--- config.mk ---
export PLATFORM = sky130hd
export DESIGN_NAME = bcd_time_of_day
export DESIGN_NICKNAME = d
export VERILOG_FILES = /design/src/rtl/bcd_time_of_day.sv
export SDC_FILE = /design/constraint.sdc
export NUM_CORES = 1
export LEC_CHECK = 0
export CORE_UTILIZATION = 50
export CTS_BUF_LIST = sky130_fd_sc_hd__clkbuf_16
export CTS_CLUSTER_SIZE = 10
export DETAILED_ROUTE_END_ITERATION = 10
export PLACE_DENSITY = 0.8
export SLEW_MARGIN = 10
export SYNTH_ARGS = -nofsm -noshare
export SYNTH_HDL_FRONTEND = slang
export SYNTH_SLANG_ARGS = --single-unit
--- constraint.sdc ---
create_clock -name CLK -period 7.1 [get_ports CLK]
set_clock_uncertainty 0.05 [all_clocks]
set_input_delay 1.42 -clock CLK [delete_from_list [all_inputs] [get_ports CLK]]
set_output_delay 1.42 -clock CLK [all_outputs]
set_load 0.005 [all_outputs]
--- src/rtl/bcd_time_of_day.sv ---
// bcd_time_of_day
// 24-hour BCD time-of-day counter with an internal 1 Hz prescaler, validated time/alarm loads,
// 12/24-hour display mapping, and registered second/day/alarm/load-error pulses.
//
// Parameters:
//   TICK_DIV  system clock cycles per advance (>= 1)
//   DIV_W     prescaler width, 2**DIV_W >= TICK_DIV
// Ports:
//   CLK        system clock, rising edge
//   Reset_n    asynchronous active-low reset
//   Set_time   load Time_in this cycle (valid values only)
//   Time_in    BCD HHMMSS, 24-hour form
//   Alarm_set  load Alarm_in this cycle (valid values only)
//   Alarm_in   BCD HHMMSS alarm time
//   Alarm_en   enables Alarm pulses
//   Mode_12h   1 = 12-hour display, 0 = 24-hour display
//   Time_out   displayed BCD HHMMSS
//   PM         internal hour >= 12
//   Sec_tick   one-cycle pulse per advance
//   Day_tick   one-cycle pulse on 23:59:59 -> 00:00:00
//   Alarm      one-cycle pulse when an advance lands on the alarm time
//   Load_err   one-cycle pulse when a time or alarm load is rejected
module bcd_time_of_day #(
    parameter int unsigned TICK_DIV = 50000000,
    parameter int unsigned DIV_W    = 26
) (
    input  logic        CLK,
    input  logic        Reset_n,
    input  logic        Set_time,
    input  logic [23:0] Time_in,
    input  logic        Alarm_set,
    input  logic [23:0] Alarm_in,
    input  logic        Alarm_en,
    input  logic        Mode_12h,
    output logic [23:0] Time_out,
    output logic        PM,
    output logic        Sec_tick,
    output logic        Day_tick,
    output logic        Alarm,
    output logic        Load_err
);

    localparam logic [DIV_W-1:0] DIV_LAST = DIV_W'(TICK_DIV - 1);

    // Time digit registers (24-hour BCD)
    logic [3:0]       r_hr_t, r_hr_u, r_mn_t, r_mn_u, r_sc_t, r_sc_u;
    logic [23:0]      r_alarm;
    logic [DIV_W-1:0] r_div;
    logic             r_sec_tick, r_day_tick, r_alarm_pulse, r_load_err;

    logic        w_adv;
    logic        w_time_ok, w_alarm_ok, w_load;
    logic        w_c_su, w_c_st, w_c_mu, w_c_mt, w_hr_23;
    logic [3:0]  w_n_sc_u, w_n_sc_t, w_n_mn_u, w_n_mn_t, w_n_hr_u, w_n_hr_t;
    logic [23:0] w_next_time;
    logic        w_day, w_alarm_hit;
    logic [3:0]  w_disp_ht, w_disp_hu;

    function automatic logic bcd_ok(input logic [23:0] t);
        logic hr_ok;
        hr_ok = (t[23:20] <= 4'd2) && (t[19:16] <= 4'd9) &&
                ((t[23:20] != 4'd2) || (t[19:16] <= 4'd3));
        return hr_ok && (t[15:12] <= 4'd5) && (t[11:8] <= 4'd9) &&
               (t[7:4] <= 4'd5) && (t[3:0] <= 4'd9);
    endfunction

    assign w_adv      = (r_div == DIV_LAST);
    assign w_time_ok  = bcd_ok(Time_in);
    assign w_alarm_ok = bcd_ok(Alarm_in);
    assign w_load     = Set_time && w_time_ok;

    // Ripple carry chain across the six digits
    assign w_c_su  = (r_sc_u == 4'd9);
    assign w_c_st  = w_c_su && (r_sc_t == 4'd5);
    assign w_c_mu  = w_c_st && (r_mn_u == 4'd9);
    assign w_c_mt  = w_c_mu && (r_mn_t == 4'd5);
    assign w_hr_23 = (r_hr_t == 4'd2) && (r_hr_u == 4'd3);

    assign w_n_sc_u = w_c_su ? 4'd0 : r_sc_u + 4'd1;
    assign w_n_sc_t = !w_c_su ? r_sc_t : (w_c_st ? 4'd0 : r_sc_t + 4'd1);
    assign w_n_mn_u = !w_c_st ? r_mn_u : (w_c_mu ? 4'd0 : r_mn_u + 4'd1);
    assign w_n_mn_t = !w_c_mu ? r_mn_t : (w_c_mt ? 4'd0 : r_mn_t + 4'd1);

    always_comb begin
        w_n_hr_t = r_hr_t;
        w_n_hr_u = r_hr_u;
        if (w_c_mt) begin
            if (w_hr_23) begin
                w_n_hr_t = 4'd0;
                w_n_hr_u = 4'd0;
            end else if (r_hr_u == 4'd9) begin
                w_n_hr_t = r_hr_t + 4'd1;
                w_n_hr_u = 4'd0;
            end else begin
                w_n_hr_u = r_hr_u + 4'd1;
            end
        end
    end

    assign w_next_time = {w_n_hr_t, w_n_hr_u, w_n_mn_t, w_n_mn_u, w_n_sc_t, w_n_sc_u};
    assign w_day       = w_c_mt && w_hr_23;
    // Compared against the alarm value held before any same-cycle alarm load
    assign w_alarm_hit = Alarm_en && (w_next_time == r_alarm);

    always_ff @(posedge CLK or negedge Reset_n) begin
        if (!Reset_n) begin
            r_hr_t        <= 4'd0;
            r_hr_u        <= 4'd0;
            r_mn_t        <= 4'd0;
            r_mn_u        <= 4'd0;
            r_sc_t        <= 4'd0;
            r_sc_u        <= 4'd0;
            r_alarm       <= 24'd0;
            r_div         <= '0;
            r_sec_tick    <= 1'b0;
            r_day_tick    <= 1'b0;
            r_alarm_pulse <= 1'b0;
            r_load_err    <= 1'b0;
        end else begin
            r_sec_tick    <= 1'b0;
            r_day_tick    <= 1'b0;
            r_alarm_pulse <= 1'b0;
            r_load_err    <= (Set_time && !w_time_ok) || (Alarm_set && !w_alarm_ok);

            if (w_load) begin
                // A valid load wins over a coincident advance, which is dropped
                {r_hr_t, r_hr_u, r_mn_t, r_mn_u, r_sc_t, r_sc_u} <= Time_in;
                r_div <= '0;
            end else begin
                r_div <= w_adv ? '0 : r_div + DIV_W'(1);
                if (w_adv) begin
                    {r_hr_t, r_hr_u, r_mn_t, r_mn_u, r_sc_t, r_sc_u} <= w_next_time;
                    r_sec_tick    <= 1'b1;
                    r_day_tick    <= w_day;
                    r_alarm_pulse <= w_alarm_hit;
                end
            end

            if (Alarm_set && w_alarm_ok) begin
                r_alarm <= Alarm_in;
            end
        end
    end

    // 12-hour mapping: 00 -> 12, 13..19 -> 01..07, 20/21 -> 08/09, 22/23 -> 10/11
    always_comb begin
        w_disp_ht = r_hr_t;
        w_disp_hu = r_hr_u;
        if (Mode_12h) begin
            if (r_hr_t == 4'd0 && r_hr_u == 4'd0) begin
                w_disp_ht = 4'd1;
                w_disp_hu = 4'd2;
            end else if (r_hr_t == 4'd1 && r_hr_u >= 4'd3) begin
                w_disp_ht = 4'd0;
                w_disp_hu = r_hr_u - 4'd2;
            end else if (r_hr_t == 4'd2 && r_hr_u <= 4'd1) begin
                w_disp_ht = 4'd0;
                w_disp_hu = r_hr_u + 4'd8;
            end else if (r_hr_t == 4'd2) begin
                w_disp_ht = 4'd1;
                w_disp_hu = r_hr_u - 4'd2;
            end
        end
    end

    assign Time_out = {w_disp_ht, w_disp_hu, r_mn_t, r_mn_u, r_sc_t, r_sc_u};
    assign PM       = (r_hr_t == 4'd2) || (r_hr_t == 4'd1 && r_hr_u >= 4'd2);
    assign Sec_tick = r_sec_tick;
    assign Day_tick = r_day_tick;
    assign Alarm    = r_alarm_pulse;
    assign Load_err = r_load_err;

endmodule
==> results of run 1 <==
-- final timing paths --
| check | end | slack [ns] | cells past startpoint |
|---|---|---|---|
| max | Time_out[18] | 2.73 | 4 |
| min | r_div[0]$_DFF_PN0_ | 0.48 | 1 |
| max reg2reg | Alarm$_DFF_PN0_ | 3.98 | 9 |
| min reg2reg | r_div[0]$_DFF_PN0_ | 0.48 | 1 |
| max in group asynchronous | r_div[8]$_DFF_PN0_ | 5.15 | 1 |
| min in group asynchronous | r_hr_t[2]$_DFFE_PN0P_ | 1.19 | 1 |
-- power breakdown --
| part | internal (W) | leakage, nW | switching (W) |
|---|---|---|---|
| Combinational | 0.000139 | 1.49 | 0.000125 |
| Clock | 0.000241 | 0.138 | 0.000202 |
| Sequential | 0.000487 | 0.946 | 0.0000750 |
| Total | 0.000868 | 2.57 | 0.000402 |
-- area by class of cell --
type | count | area [um2]
timing repair buffer | 85 | 841
sequential | 78 | 1950
inverter | 12 | 45.0
fill | 813 | 3590
multi-input combinational | 454 | 2990
clock buffer | 9 | 225
tap | 133 | 166
clock inverter | 7 | 55.1
-- per-layer routing --
metal,global-route usage (%),up-vias
met3,4.09,29
met2,44.0,217
met1,37.7,2273
met5,0,-
met4,8.28,0
li1,-,2212
-- layout by cell type (no fill, tap or decap), types with 8 or more instances in the layout --
cell	netlist	layout
nor2b_1	11	11
mux2i_1	16	16
xnor2_1	18	18
nor2_1	57	57
a21oi_1	23	23
clkbuf_16	0	9
or3_1	8	8
inv_1	12	12
ha_1	13	13
nand3_1	27	27
nor4_1	10	10
nand2b_1	10	10
dfrtp_1	78	78
and3_1	12	12
o21ai_0	40	40
clkdlybuf4s50_1	0	81
mux2_2	20	20
xor2_1	22	22
nand4_1	10	10
nand2_1	54	54
nor3_1	12	11
-- sequential cells by signal (all words and copies together) (netlist names) --
name and cells:
r_div 26, r_alarm 24, r_hr_t 4, r_hr_u 4
r_mn_t 4, r_mn_u 4, r_sc_t 4, r_sc_u 4
Alarm 1, Day_tick 1, Load_err 1, Sec_tick 1
-- cells by family (layout without fill, tap and decap cells) --
| kind of cell | after synthesis | count (layout) | share of synthesized area (%) |
|---|---|---|---|
| AO/OA/AOI/OAI | 117 | 117 | 14.7 |
| multiplexers | 36 | 36 | 7.48 |
| XOR/XNOR | 40 | 40 | 6.80 |
| adder cells (fa/ha/maj) | 13 | 13 | 3.16 |
| buffers and inverters | 44 | 113 | 4.13 |
| flip-flops | 78 | 78 | 37.9 |
| AND/OR/NAND/NOR | 248 | 248 | 25.8 |
-- stage by stage --
step / area (um2) / power (W) / util, % / setup slack (ns)
2_1_floorplan: 5150 / 0.000714 / - / 3.68
3_3_place_gp: 6000 / 0.000816 / 60.8 / 2.80
3_5_place_dp: 6000 / 0.000826 / 60.8 / 2.75
4_1_cts: 6280 / 0.00127 / 63.6 / 2.75
5_1_grt: 6280 / 0.00133 / 63.6 / 2.50
6_report: 6280 / 0.00127 / 63.6 / 2.73
==> impl_metrics.csv, run 1 <==
group,metric,value,unit
sta,slew_headroom,32.8,%
flow_run,max_cap_violations,0,
sta,worst_slew_pin_slew,1.01,ns
die,row_count,36,
synthesis,yosys_warnings,0,
cts,clockBufferDepth,2,
setup_path,crit_type,"input port to output pin",
route,wl_met1,5950,um
sta,fin_tns_setup,0,ns
route,dr.max_layer_used,"met4",
setup_path,rr_startpoint,"r_hr_t[0]$_DFFE_PN0P_",
setup_path,cpMostUsedCell,"clkdlybuf4s50_1",
cts,postCtsResizedCells,0,
cts,clk_transition_reported_paths,0.06,ns
route,first_iter_violations,267,
grt,grt-ovfl-total,0,
cts,clkSinkCount,78,
worst_hold_path,min_path_type,"flip-flop to flip-flop",
setup_path,setup.worst_path.start_class,"input port",
power_and_ir_drop,vdd_drop_max,0.148,mV
synthesis,post-synth-top-count-cell,"dfrtp_1",
grt,antenna_found_initial,0,
sta,maxClockFrequency,0.229,GHz
grt,grt_usage,27.2,%
route,dr.pass1.iters,5,
cts,numCtsBuffers,9,
cts,cts_hold_buf,0,
sta,rsz0062_at_grt,"false",
placement,dpl.cell_count,762,
placement,routabilityCongestion,0.924,
setup_path,cp_data_required_time,5.63,ns
layout,diodes,0,
route,vias,4731,
setup_path,crit_chain,"clkdlybuf4s50_1, o211ai_1, a32oi_1, clkdlybuf4s50_1",
route,dr_wl_met2,6580,um
setup_path,crit_family,"buffers and inverters",
synthesis,yosysTopAreaCellShare,37.9,%
sta,hold_viol_final,0,
die,die_w,104,um
synthesis,async_reset_ff_share,100,%
synthesis,yosys.area.top_type,"dfrtp_1",
route,final_antenna_net_count,0,
synthesis,avgSynthCellArea,8.94,um2
synthesis,ys_ff_latch,78,
synthesis,synth_edf_count,0,
power_and_ir_drop,leakagePower,2.57,nW
grt,grt_max_degree,79,
synthesis,netlist_top_cells_area,"dfrtp_1, mux2_2, nor2_1, nand2_1, o21ai_0",
route,drt_wl_total,13900,um
synthesis,synthCells,576,
synthesis,ys_seq_area_share,37.9,%
worst_hold_path,worstHoldStart,"r_div[0]$_DFF_PN0_",
synthesis,synthTopCellsByCount,"dfrtp_1, nor2_1, nand2_1",
route,vias_per_cell,6.08,
setup_path,crit_start,"Mode_12h",
sta,setup_violations,0,
sta,period_needed,4.37,ns
cts,cts_setup_buffers,0,
placement,numPortBuffers,82,
setup_path,cp.arrival,2.90,ns
synthesis,synthesis.nets,643,
route,drc,0,
die,start_util,52.2,%
layout,drive_gt1_share,8.22,%
layout,instances_no_fill,778,
power_and_ir_drop,power_density,202,nW/um2
layout,final_nets,707,
die,core_area,9860,um2
run_status,status,"complete, no violations",
cts,h-tree-depth,3,
cts,cts-root-buf,"clkbuf_16",
sta,hold_ws,0.480,ns
cts,clk_latency,0.34,ns
setup_path,endpoint_kind,"output pin",
setup_path,max_stage_delay,0.64,ns
grt,grt_pass1_vias,4554,
placement,hpwl,9950,um
die,die_h,104,um
route,wire_per_inst,17.8,um
synthesis,synth_cell_type_count,61,
cts,cts_tree,"yes",
die,pin_count,83,
grt,grt_pass1_wl,23500,um
setup_path,slowest_stage,"clkdlybuf4s50_1",
setup_path,critPathMaxFanout,9,
layout,syn_to_final_growth,21.8,%
sta,maxSlewViolCount,0,
synthesis,netlist_area,5150,um2
setup_path,crit_buf_inv,2,
synthesis,synth_flop_cell,"dfrtp_1",
sta,fin_crit_sh,61.5,%
route,wl_met3,1030,um
die,dieArea,10700,um2
Power figures use the tool's default switching activity.
==> run 2: changes to the inputs <==
--- a/config.mk
+++ b/config.mk
@@ -5,11 +5,11 @@
 export SDC_FILE = /design/constraint.sdc
 export NUM_CORES = 1
 export LEC_CHECK = 0
-export CORE_UTILIZATION = 50
+export CORE_UTILIZATION = 49
 export CTS_BUF_LIST = sky130_fd_sc_hd__clkbuf_16
 export CTS_CLUSTER_SIZE = 10
 export DETAILED_ROUTE_END_ITERATION = 10
-export PLACE_DENSITY = 0.8
+export PLACE_DENSITY = 0.82
 export SLEW_MARGIN = 10
 export SYNTH_ARGS = -nofsm -noshare
 export SYNTH_HDL_FRONTEND = slang
==> constraint.sdc (replaced) <==
create_clock -name CLK -period 3.6 [get_ports CLK]
set_clock_uncertainty 0.05 [all_clocks]
set_input_delay 0.72 -clock CLK [delete_from_list [all_inputs] [get_ports CLK]]
set_output_delay 0.72 -clock CLK [all_outputs]
set_load 0.005 [all_outputs]
==> impl_metrics.csv, run 2 (same netlist as run 1, synthesis figures left out) <==
group,metric,value,unit
cts,cts-root-buf,"clkbuf_16",
sta,maxSlewViolCount,0,
layout,top_register,"r_div",
die,pin_count,83,
layout,syn_to_final_growth,23.2,%
route,final_antenna_net_count,0,
route,first_iter_violations,357,
route,vias_per_cell,6.06,
route,wire_per_inst,17.6,um
layout,reg.largest.list,"r_div: 26 flops, r_alarm: 24 flops",
route,dr.pass1.iters,8,
cts,clkSinkCount,78,
grt,grt_max_degree,79,
grt,grt_pass1_wl,22400,um
placement,numPortBuffers,82,
layout,finish.instance_area,6350,um2
sta,hold_ws,0.467,ns
grt,grt_usage,26.1,%
die,core_area,10300,um2
layout,largest_reg_flops,26,
sta,maxClockFrequency,0.297,GHz
die,dieArea,10900,um2
run_status,violations,"DRC",
layout,diodes,0,
grt,grt_pass1_vias,4467,
placement,place_area,6060,um2
setup_path,slowest_stage,"clkdlybuf4s50_1",
cts,numCtsBuffers,9,
power_and_ir_drop,p_total,0.00250,W
grt,antenna_found_initial,0,
placement,routabilityCongestion,0.919,
sta,setup_violations,0,
cts,clk_latency,0.35,ns
power_and_ir_drop,switchingPower,0.000786,W
setup_path,cp_data_required_time,2.83,ns
setup_path,cpMostUsedCell,"a21oi_1",
setup_path,crit_chain,"inv_1, ha_1, nor3b_2, nand2_1, o21ai_0, a21oi_1, a21oi_1, clkdlybuf4s50_1",
grt,grt-ovfl-total,0,
power_and_ir_drop,sequentialPowerShare,44.0,%
power_and_ir_drop,leakagePower,2.61,nW
cts,cts_tree,"yes",
flow_run,max_cap_violations,0,
power_and_ir_drop,clkPwrFrac,34.7,%
setup_path,cp.arrival,2.59,ns
power_and_ir_drop,p_comb_share,21.3,%
setup_path,max_stage_delay,0.51,ns
die,row_count,37,
cts,clk_transition_reported_paths,0.06,ns
sta,rsz0062_at_grt,"false",
setup_path,critPathMaxFanout,8,
placement,hpwl,10200,um
route,vias,4780,
die,start_util,50.1,%
run_status,status,"complete, but fails checks",
worst_hold_path,min_path_type,"flip-flop to flip-flop",
setup_path,crit_start,"r_hr_t[0]$_DFFE_PN0P_",
power_and_ir_drop,power_density,394,nW/um2
layout,final_nets,715,
setup_path,crit_type,"flip-flop to output pin",
route,drc,2,
cts,h-tree-depth,3,
setup_path,endpoint_kind,"output pin",
layout,final_common_cell,"clkdlybuf4s50_1",
sta,fin_crit_sh,93.5,%
sta,hold_viol_final,0,
layout,drive_gt1_share,9.49,%
power_and_ir_drop,vdd_drop_max,0.275,mV
sta,slew_headroom,32.8,%
layout,final_cell_mix,"clkdlybuf4s50_1, dfrtp_1, nor2_1",
layout,instances_no_fill,789,
setup_path,rr_startpoint,"r_sc_t[0]$_DFFE_PN0P_",
sta,worst_slew_pin_slew,1.01,ns
cts,clockBufferDepth,2,
die,die_w,105,um
route,drt_wl_total,13900,um
placement,dpl.cell_count,773,
sta,fin_tns_setup,0,ns
sta,period_needed,3.36,ns
power_and_ir_drop,swShare,31.4,%
cts,cts_hold_buf,0,
setup_path,setup.worst_path.start_class,"flip-flop",
die,die_h,105,um
worst_hold_path,worstHoldStart,"r_div[0]$_DFF_PN0_",
power_and_ir_drop,internal_power,0.00171,W
run 2: changes by cell type in the layout (fill, tap and decap cells not counted), sizes merged:
cell	change
buf	+8
clkinvlp	+1
inv	-1
run 2: final cells by class:
class	instances	area [um2]
Fill cell	868	3930
Multi-Input combinational cell	454	3000
Sequential cell	78	1950
Timing Repair Buffer	93	901
Clock buffer	9	225
Tap cell	136	170
Clock inverter	7	57.6
Inverter	12	45.0
run 2: stage by stage:
stage | setup WS [ns] | util [%]
after floorplan | 1.11 | -
after global placement | 0.554 | 59.0
after detailed placement | 0.515 | 59.0
after CTS | 0.134 | 61.7
after global routing | 0.0422 | 61.8
final | 0.235 | 61.8
run 2: critical path: cells and delay by family (launching register included):
family                     cells  cell delay (ns)
adders and majority gates      1             0.26
and+or+nand+nor                2             0.41
AOI/OAI and AO/OA              3             0.41
buffers and inverters          2             0.72
DFF                            1             0.47
run 2: repair_timing:
action | CTS | global route
buffers inserted | 0 | 0
endpoints found under the setup margin | 0 | 1
gates resized for setup | 0 | 1
run 2: power groups by stage:
stage          clock network [W]  logic (W)  registers, W
3_5_place_dp                   0   0.000526       0.00111
2_1_floorplan                  0   0.000348       0.00106
6_report                0.000867   0.000533       0.00110
5_1_grt                 0.000915   0.000585       0.00111
3_3_place_gp                   0   0.000516       0.00110
4_1_cts                 0.000874   0.000531       0.00109
run 2: worst paths after layout:
check,slack [ns],to,depth (start not counted)
max in group asynchronous,2.36,r_alarm[11]$_DFFE_PN0P_,1
max,0.24,Time_out[19],8
min,0.47,r_div[0]$_DFF_PN0_,1
min in group asynchronous,0.49,r_alarm[20]$_DFFE_PN0P_,1
min reg2reg,0.47,r_div[0]$_DFF_PN0_,1
max reg2reg,0.59,Alarm$_DFF_PN0_,8
run 2: per-layer routing:
metal  track usage [%]  wire length (um)  up-vias
met5                 0                 0        -
met4              10.9               401        0
met3              4.43               911       35
met2              41.0              6450      207
li1                  -                 -     2231
met1              35.7              6140     2307
